`config.mk`:
```
export PLATFORM = sky130hd
export DESIGN_NAME = aurora_hls_status_monitor
export DESIGN_NICKNAME = d
export VERILOG_FILES = /design/src/rtl/aurora_hls_status_monitor.sv
export SDC_FILE = /design/constraint.sdc
export NUM_CORES = 1
export LEC_CHECK = 0
export CORE_ASPECT_RATIO = 1.25
export CORE_MARGIN = 10
export CORE_UTILIZATION = 53
export CTS_BUF_LIST = sky130_fd_sc_hd__clkbuf_8
export CTS_CLUSTER_DIAMETER = 60
export DETAILED_ROUTE_END_ITERATION = 10
export PLACE_DENSITY = 0.86
export RECOVER_POWER = 50
export SLEW_MARGIN = 5
export SYNTH_ARGS = -nofsm -noshare
export SYNTH_HDL_FRONTEND = slang
export SYNTH_SLANG_ARGS = --single-unit
```
`constraint.sdc`:
```
create_clock -name clk -period 2.8 [get_ports clk]
set_input_delay 0.56 -clock clk [delete_from_list [all_inputs] [get_ports clk]]
set_output_delay 0.56 -clock clk [all_outputs]
set_load 0.02 [all_outputs]
```
`src/rtl/aurora_hls_status_monitor.sv`:
```
// -----------------------------------------------------------------------------
// aurora_hls_status_monitor
//
// Watches an Aurora core status word and a set of FIFO almost-full flags.
// It keeps event counters, remembers the last unhealthy status value and runs
// a small link-qualification state machine (DOWN -> QUALIFY -> UP).
//
// Every output is registered, so an input sample shows up one edge later.
//
// Ports
//   clk                      : sole clock, rising edge
//   rst                      : synchronous active-high reset (highest priority)
//   aurora_status            : core status word, sampled every cycle
//   fifo_almost_full         : per-FIFO almost-full level flags
//   clear                    : synchronous clear of counters and last_bad_status
//   core_status_not_ok_count : cycles where status != STATUS_OK
//   fifo_overflow_count      : per-FIFO rising-edge counts, FIFO i in [i*CNT_WIDTH +: CNT_WIDTH]
//   link_drop_count          : number of UP -> DOWN transitions
//   last_bad_status          : most recent non-OK status value
//   link_state               : 0 DOWN, 1 QUALIFY, 2 UP
//   link_up                  : high exactly when link_state == UP
// -----------------------------------------------------------------------------
module aurora_hls_status_monitor #(
  parameter int                      NUM_FIFOS    = 2,
  parameter int                      CNT_WIDTH    = 32,
  parameter int                      STATUS_WIDTH = 13,
  parameter logic [STATUS_WIDTH-1:0] STATUS_OK    = 13'h11ff,
  parameter int                      UP_HOLD      = 16,
  parameter bit                      SATURATE     = 1'b1
) (
  input  logic                           clk,
  input  logic                           rst,
  input  logic [STATUS_WIDTH-1:0]        aurora_status,
  input  logic [NUM_FIFOS-1:0]           fifo_almost_full,
  input  logic                           clear,
  output logic [CNT_WIDTH-1:0]           core_status_not_ok_count,
  output logic [NUM_FIFOS*CNT_WIDTH-1:0] fifo_overflow_count,
  output logic [CNT_WIDTH-1:0]           link_drop_count,
  output logic [STATUS_WIDTH-1:0]        last_bad_status,
  output logic [1:0]                     link_state,
  output logic                           link_up
);

  // Wide enough to hold UP_HOLD itself, so hold + 1 never wraps.
  localparam int HOLD_W = $clog2(UP_HOLD + 1);

  typedef enum logic [1:0] {
    ST_DOWN    = 2'd0,
    ST_QUALIFY = 2'd1,
    ST_UP      = 2'd2
  } link_state_t;

  // Counter step: either stick at all-ones or wrap, depending on SATURATE.
  function automatic logic [CNT_WIDTH-1:0] bump(input logic [CNT_WIDTH-1:0] value);
    if (SATURATE && (&value)) begin
      return value;
    end
    return value + CNT_WIDTH'(1);
  endfunction

  logic status_ok;
  assign status_ok = (aurora_status == STATUS_OK);

  // ---------------------------------------------------------------------------
  // Link qualification FSM
  // ---------------------------------------------------------------------------
  link_state_t       state_reg;
  logic [HOLD_W-1:0] hold_reg;
  logic [HOLD_W-1:0] hold_next;
  logic              link_up_reg;
  logic              drop_event;

  assign hold_next  = hold_reg + HOLD_W'(1);
  // A drop is any bad status seen while UP; this is independent of clear.
  assign drop_event = (state_reg == ST_UP) && !status_ok;

  always_ff @(posedge clk) begin
    if (rst) begin
      state_reg   <= ST_DOWN;
      hold_reg    <= '0;
      link_up_reg <= 1'b0;
    end else begin
      case (state_reg)
        ST_DOWN: begin
          hold_reg <= '0;
          if (status_ok) begin
            if (UP_HOLD == 1) begin
              state_reg   <= ST_UP;
              link_up_reg <= 1'b1;
            end else begin
              state_reg <= ST_QUALIFY;
              hold_reg  <= HOLD_W'(1);
            end
          end
        end
        ST_QUALIFY: begin
          if (!status_ok) begin
            state_reg <= ST_DOWN;
            hold_reg  <= '0;
          end else if (hold_next == HOLD_W'(UP_HOLD)) begin
            state_reg   <= ST_UP;
            hold_reg    <= '0;
            link_up_reg <= 1'b1;
          end else begin
            hold_reg <= hold_next;
          end
        end
        ST_UP: begin
          hold_reg <= '0;
          if (!status_ok) begin
            state_reg   <= ST_DOWN;
            link_up_reg <= 1'b0;
          end
        end
        default: begin
          // Unused encoding: recover to DOWN on the next edge.
          state_reg   <= ST_DOWN;
          hold_reg    <= '0;
          link_up_reg <= 1'b0;
        end
      endcase
    end
  end

  assign link_state = state_reg;
  assign link_up    = link_up_reg;

  // ---------------------------------------------------------------------------
  // Status counters and last bad value
  // ---------------------------------------------------------------------------
  logic [CNT_WIDTH-1:0]    not_ok_cnt_reg;
  logic [CNT_WIDTH-1:0]    drop_cnt_reg;
  logic [STATUS_WIDTH-1:0] last_bad_reg;

  always_ff @(posedge clk) begin
    if (rst || clear) begin
      // clear discards this cycle's events as well
      not_ok_cnt_reg <= '0;
      drop_cnt_reg   <= '0;
      last_bad_reg   <= '0;
    end else begin
      if (!status_ok) begin
        not_ok_cnt_reg <= bump(not_ok_cnt_reg);
        last_bad_reg   <= aurora_status;
      end
      if (drop_event) begin
        drop_cnt_reg <= bump(drop_cnt_reg);
      end
    end
  end

  assign core_status_not_ok_count = not_ok_cnt_reg;
  assign link_drop_count          = drop_cnt_reg;
  assign last_bad_status          = last_bad_reg;

  // ---------------------------------------------------------------------------
  // Per-FIFO rising-edge counters
  //
  // The armed flag is set by a high flag and cleared by a low one, i.e. it is
  // simply last cycle's flag value. Loading it from the live input during
  // reset keeps a FIFO that is already full at reset from counting.
  // ---------------------------------------------------------------------------
  genvar gi;
  generate
    for (gi = 0; gi < NUM_FIFOS; gi++) begin : g_fifo
      logic                 armed_reg;
      logic [CNT_WIDTH-1:0] ovf_cnt_reg;
      logic                 edge_event;

      assign edge_event = fifo_almost_full[gi] && !armed_reg;

      always_ff @(posedge clk) begin
        armed_reg <= fifo_almost_full[gi];
        if (rst || clear) begin
          ovf_cnt_reg <= '0;
        end else if (edge_event) begin
          ovf_cnt_reg <= bump(ovf_cnt_reg);
        end
      end

      assign fifo_overflow_count[gi*CNT_WIDTH +: CNT_WIDTH] = ovf_cnt_reg;
    end
  endgenerate

endmodule

```
==> key figures <==
Routing
  – Number of DRC markers in iteration 0: approximately 740
  – Via count: around 8000
  – DRT Pass-1 Iters: 7
  – Final ANT Viol Nets: 0
  – DRC: 0
  – Vias per cell: 6.33
  – Post-DR wirelength/cell: between 15 and 20 um
  – WL final: 22800 um

Die
  – Die height: roughly 150 um
  – Initial Utilization: 54.0%
  – Die Area: approximately 19000 um^2
  – Die W: between 100 and 150 um
  – Core Footprint: 13800 um^2
  – IO Count: about 160
  – Cell Rows: 48

Synthesis
  – Post-synth top flop: dfxtp_1
  – Synth area leaders: dfxtp_1 41%, a21oi_1 5.5%, or3_1 4.7%, nand4_1 4.1%, nand2_1 3.7%
  – Post-Syn Nets: 892
  – Post-Syn Instances: 869
  – #FFs+latches synth: approximately 150
  – Share of synthesized flip-flops with an asynchronous set or reset: 0%
  – Mapped Avg Cell Area: 8.55 um^2
  – Number of synthesized flops with an enable pin: 0
  – Syn Std Cell Area: 7430 um^2
  – Top cell type's share of synthesized area: between 40% and 50%
  – Syn. warnings: 0
  – Cell taking the most area after synthesis: dfxtp_1
  – Seq/Total Area, Yosys: between 40 and 50%
  – Unique masters post-synth: 64

Timing
  – Setup Skew: 0.0100 ns
  – Max Transition Viols Final: 0
  – Max Freq: 380 MHz
  – Final hold violation count: 0
  – Setup TNS: 0 ns
  – Worst slew pin tran: 0.729 ns
  – Worst setup margin: 0.171 ns
  – Final Setup Violations: 0
  – Final Critical Period: 2.63 ns
  – WHS: between 0.4 and 0.5 ns
  – Rel. slew slack: 51.2%
  – RSZ-0062 raised after global routing: false
  – Final worst path period share: roughly 94%

Worst hold path
  – Hold Crit Class: reg2reg

Layout
  – Post-route insts no fill: 1229
  – Syn-to-layout area delta: 31.6%
  – Layout cells sized above 1: 8.16%
  – Final Util: 71.1%
  – Max FFs per register: 64
  – FF+latch area: roughly 3000 um^2
  – Diodes inserted: 0
  – Multi-input logic area: 4130 um^2
  – Fill cells: 1063
  – NumNets Final: 1065
  – Post-route cell area: around 10000 um^2

Outcome
  – Status: finished, final reports clean

Global routing
  – Largest net degree at the start of global routing: 41
  – Initial antenna violation count: 0
  – Vias in the first global route: about 7000
  – First-pass GRT wire length: 37200 um
  – Overall routing resource usage: a little under a quarter
  – GRT overflow: 0

Clocking
  – Cts hold-fix bufs: 0
  – Setup bufs post-CTS: 0
  – Worst skew pair latency: 0.44 ns
  – Sink Count: ~150
  – Clock root buffer: clkbuf_8
  – Deepest clock path buffer count: 2
  – TritonCTS clock tree: done
  – Total CTS buffers: 17
  – Clock-pin slew on the worst setup and hold paths: ~0.080 ns
  – CTS HTree Levels: 4
  – Post-CTS Resized: 0

Setup path
  – Critical Path RT: 3.18 ns
  – Crit path DAT: 3.01 ns
  – Worst path cell trace: dlygate4sd3_1 > or4b_1 > or4_4 > o211a_1 > a31oi_1 > a41o_1
  – CP Max Fanout: 16
  – Crit end category: flip-flop
  – Worst Setup Start Kind: input pin
  – Slowest stage delay, CP: 0.70 ns
  – Slowest CP cell: or4_4
  – CP Class: in2reg

Placed design
  – Port bufs: 161
  – Placed Cells: between 1000 and 1500
  – DP Area: 9360 um^2
  – RD Place Congestion: 0.939
  – DP HPWL: 16200 um
  – Pre-CTS WS: -0.0938 ns

Job
  – MaxCap Viol Count: 0

Power and ir drop
  – Leakage: 3.44 nW
  – Power per cell area: 436 nW/um^2
  – Max VDD drop: 269 uV
  – Total power draw: 4.26 mW
## logic make-up after synthesis
family / synth area share (%)
xor+xnor: 3.06
flops: 40.7
simple gates: 31.2
mux: 1.62
buf+inv: 3.52
fa+ha+maj: 0.842
compound gates: 19.0
## final cells by class
type | instances | share of cell area [%]
clock inverter | 12 | 2.05
inverter | 13 | 0.499
timing repair buffer | 197 | 19.4
clock buffer | 19 | 2.68
multi-input combinational | 662 | 42.3
sequential | 151 | 30.9
tap | 175 | 2.24
## per-layer routing
| metal | vias up | GRT usage [%] | part of all wire, % |
|---|---|---|---|
| li1 | 3695 | - | - |
| met1 | 3743 | 27.2 | 42 |
| met2 | 300 | 37.0 | 48 |
| met3 | 42 | 6.40 | 7.5 |
| met4 | 0 | 8.64 | 2.5 |
| met5 | - | 0 | 0 |
## layout by cell type (no fill, tap or decap), types with 5 or more instances in the layout
| cell | netlist | routed |
|---|---|---|
| o21ai_0 | 47 | 47 |
| nand4_1 | 49 | 51 |
| nor4_1 | 16 | 17 |
| xnor2_1 | 21 | 21 |
| bufinv_16 | 0 | 5 |
| nor2_1 | 50 | 49 |
| or3_1 | 56 | 56 |
| dlygate4sd3_1 | 0 | 120 |
| o311ai_0 | 6 | 6 |
| a21oi_1 | 82 | 82 |
| nor3_1 | 11 | 11 |
| nand2_1 | 74 | 74 |
| o211ai_1 | 6 | 6 |
| dfxtp_1 | 151 | 151 |
| o211a_1 | 11 | 11 |
| inv_1 | 13 | 13 |
| xor2_1 | 5 | 5 |
| ha_1 | 5 | 5 |
| or4_1 | 33 | 33 |
| buf_4 | 1 | 30 |
| clkdlybuf4s50_1 | 0 | 41 |
| and4_1 | 16 | 17 |
| mux2i_1 | 12 | 12 |
| nand3_1 | 45 | 45 |
| a31oi_1 | 6 | 6 |
| o41ai_1 | 6 | 6 |
| clkbuf_8 | 2 | 19 |
| o31ai_1 | 28 | 28 |
| and3_1 | 11 | 11 |
## report_power, final
part           switching, mW  leakage [nW]  internal (mW)
Clock                  0.830         0.224           1.10
Sequential           0.00849          1.22           2.16
Combinational         0.0998          2.00         0.0656
## critical path, delay by kind of cell
| family | cells | cell delay [ns] |
|---|---|---|
| compound gates | 3 | 0.62 |
| buf+inv | 1 | 0.55 |
| simple gates | 2 | 1.29 |
## Yosys cell counts (3+ instances only)
cell type / instances
xnor2_1: 21
nand2_1: 74
or2_2: 5
nand4_1: 49
dfxtp_1: 151
a31oi_1: 6
a211oi_1: 4
a41o_1: 4
ha_1: 5
o211a_1: 11
nor3_1: 11
inv_1: 13
buf_2: 10
o311ai_0: 6
and4_1: 16
and4_2: 3
nor4b_1: 3
or4_1: 33
a21oi_1: 82
nor4_2: 3
nand3_1: 45
o41ai_1: 6
nor2_1: 50
mux2i_1: 12
nor4_1: 16
a2111oi_0: 4
o211ai_1: 6
or3_1: 56
and2_1: 3
and3_1: 11
xor2_1: 5
clkbuf_1: 28
nor2b_1: 4
o31ai_1: 28
o21ai_0: 47
## path summary, 6_finish.rpt
path	endpoint	slack, ns	start	cells after the start
worst max-delay path	link_drop_count[23]$_SDFFE_PP0P_	0.17	aurora_status[9]	6
worst min-delay path	core_status_not_ok_count[23]$_SDFFE_PP0P_	0.49	core_status_not_ok_count[23]$_SDFFE_PP0P_	2
worst max register to register	g_fifo[0].ovf_cnt_reg[9]$_SDFFE_PP0P_	0.23	g_fifo[0].ovf_cnt_reg[13]$_SDFFE_PP0P_	5
worst min register to register	core_status_not_ok_count[23]$_SDFFE_PP0P_	0.49	core_status_not_ok_count[23]$_SDFFE_PP0P_	2
(Power assumes the default switching activity.)
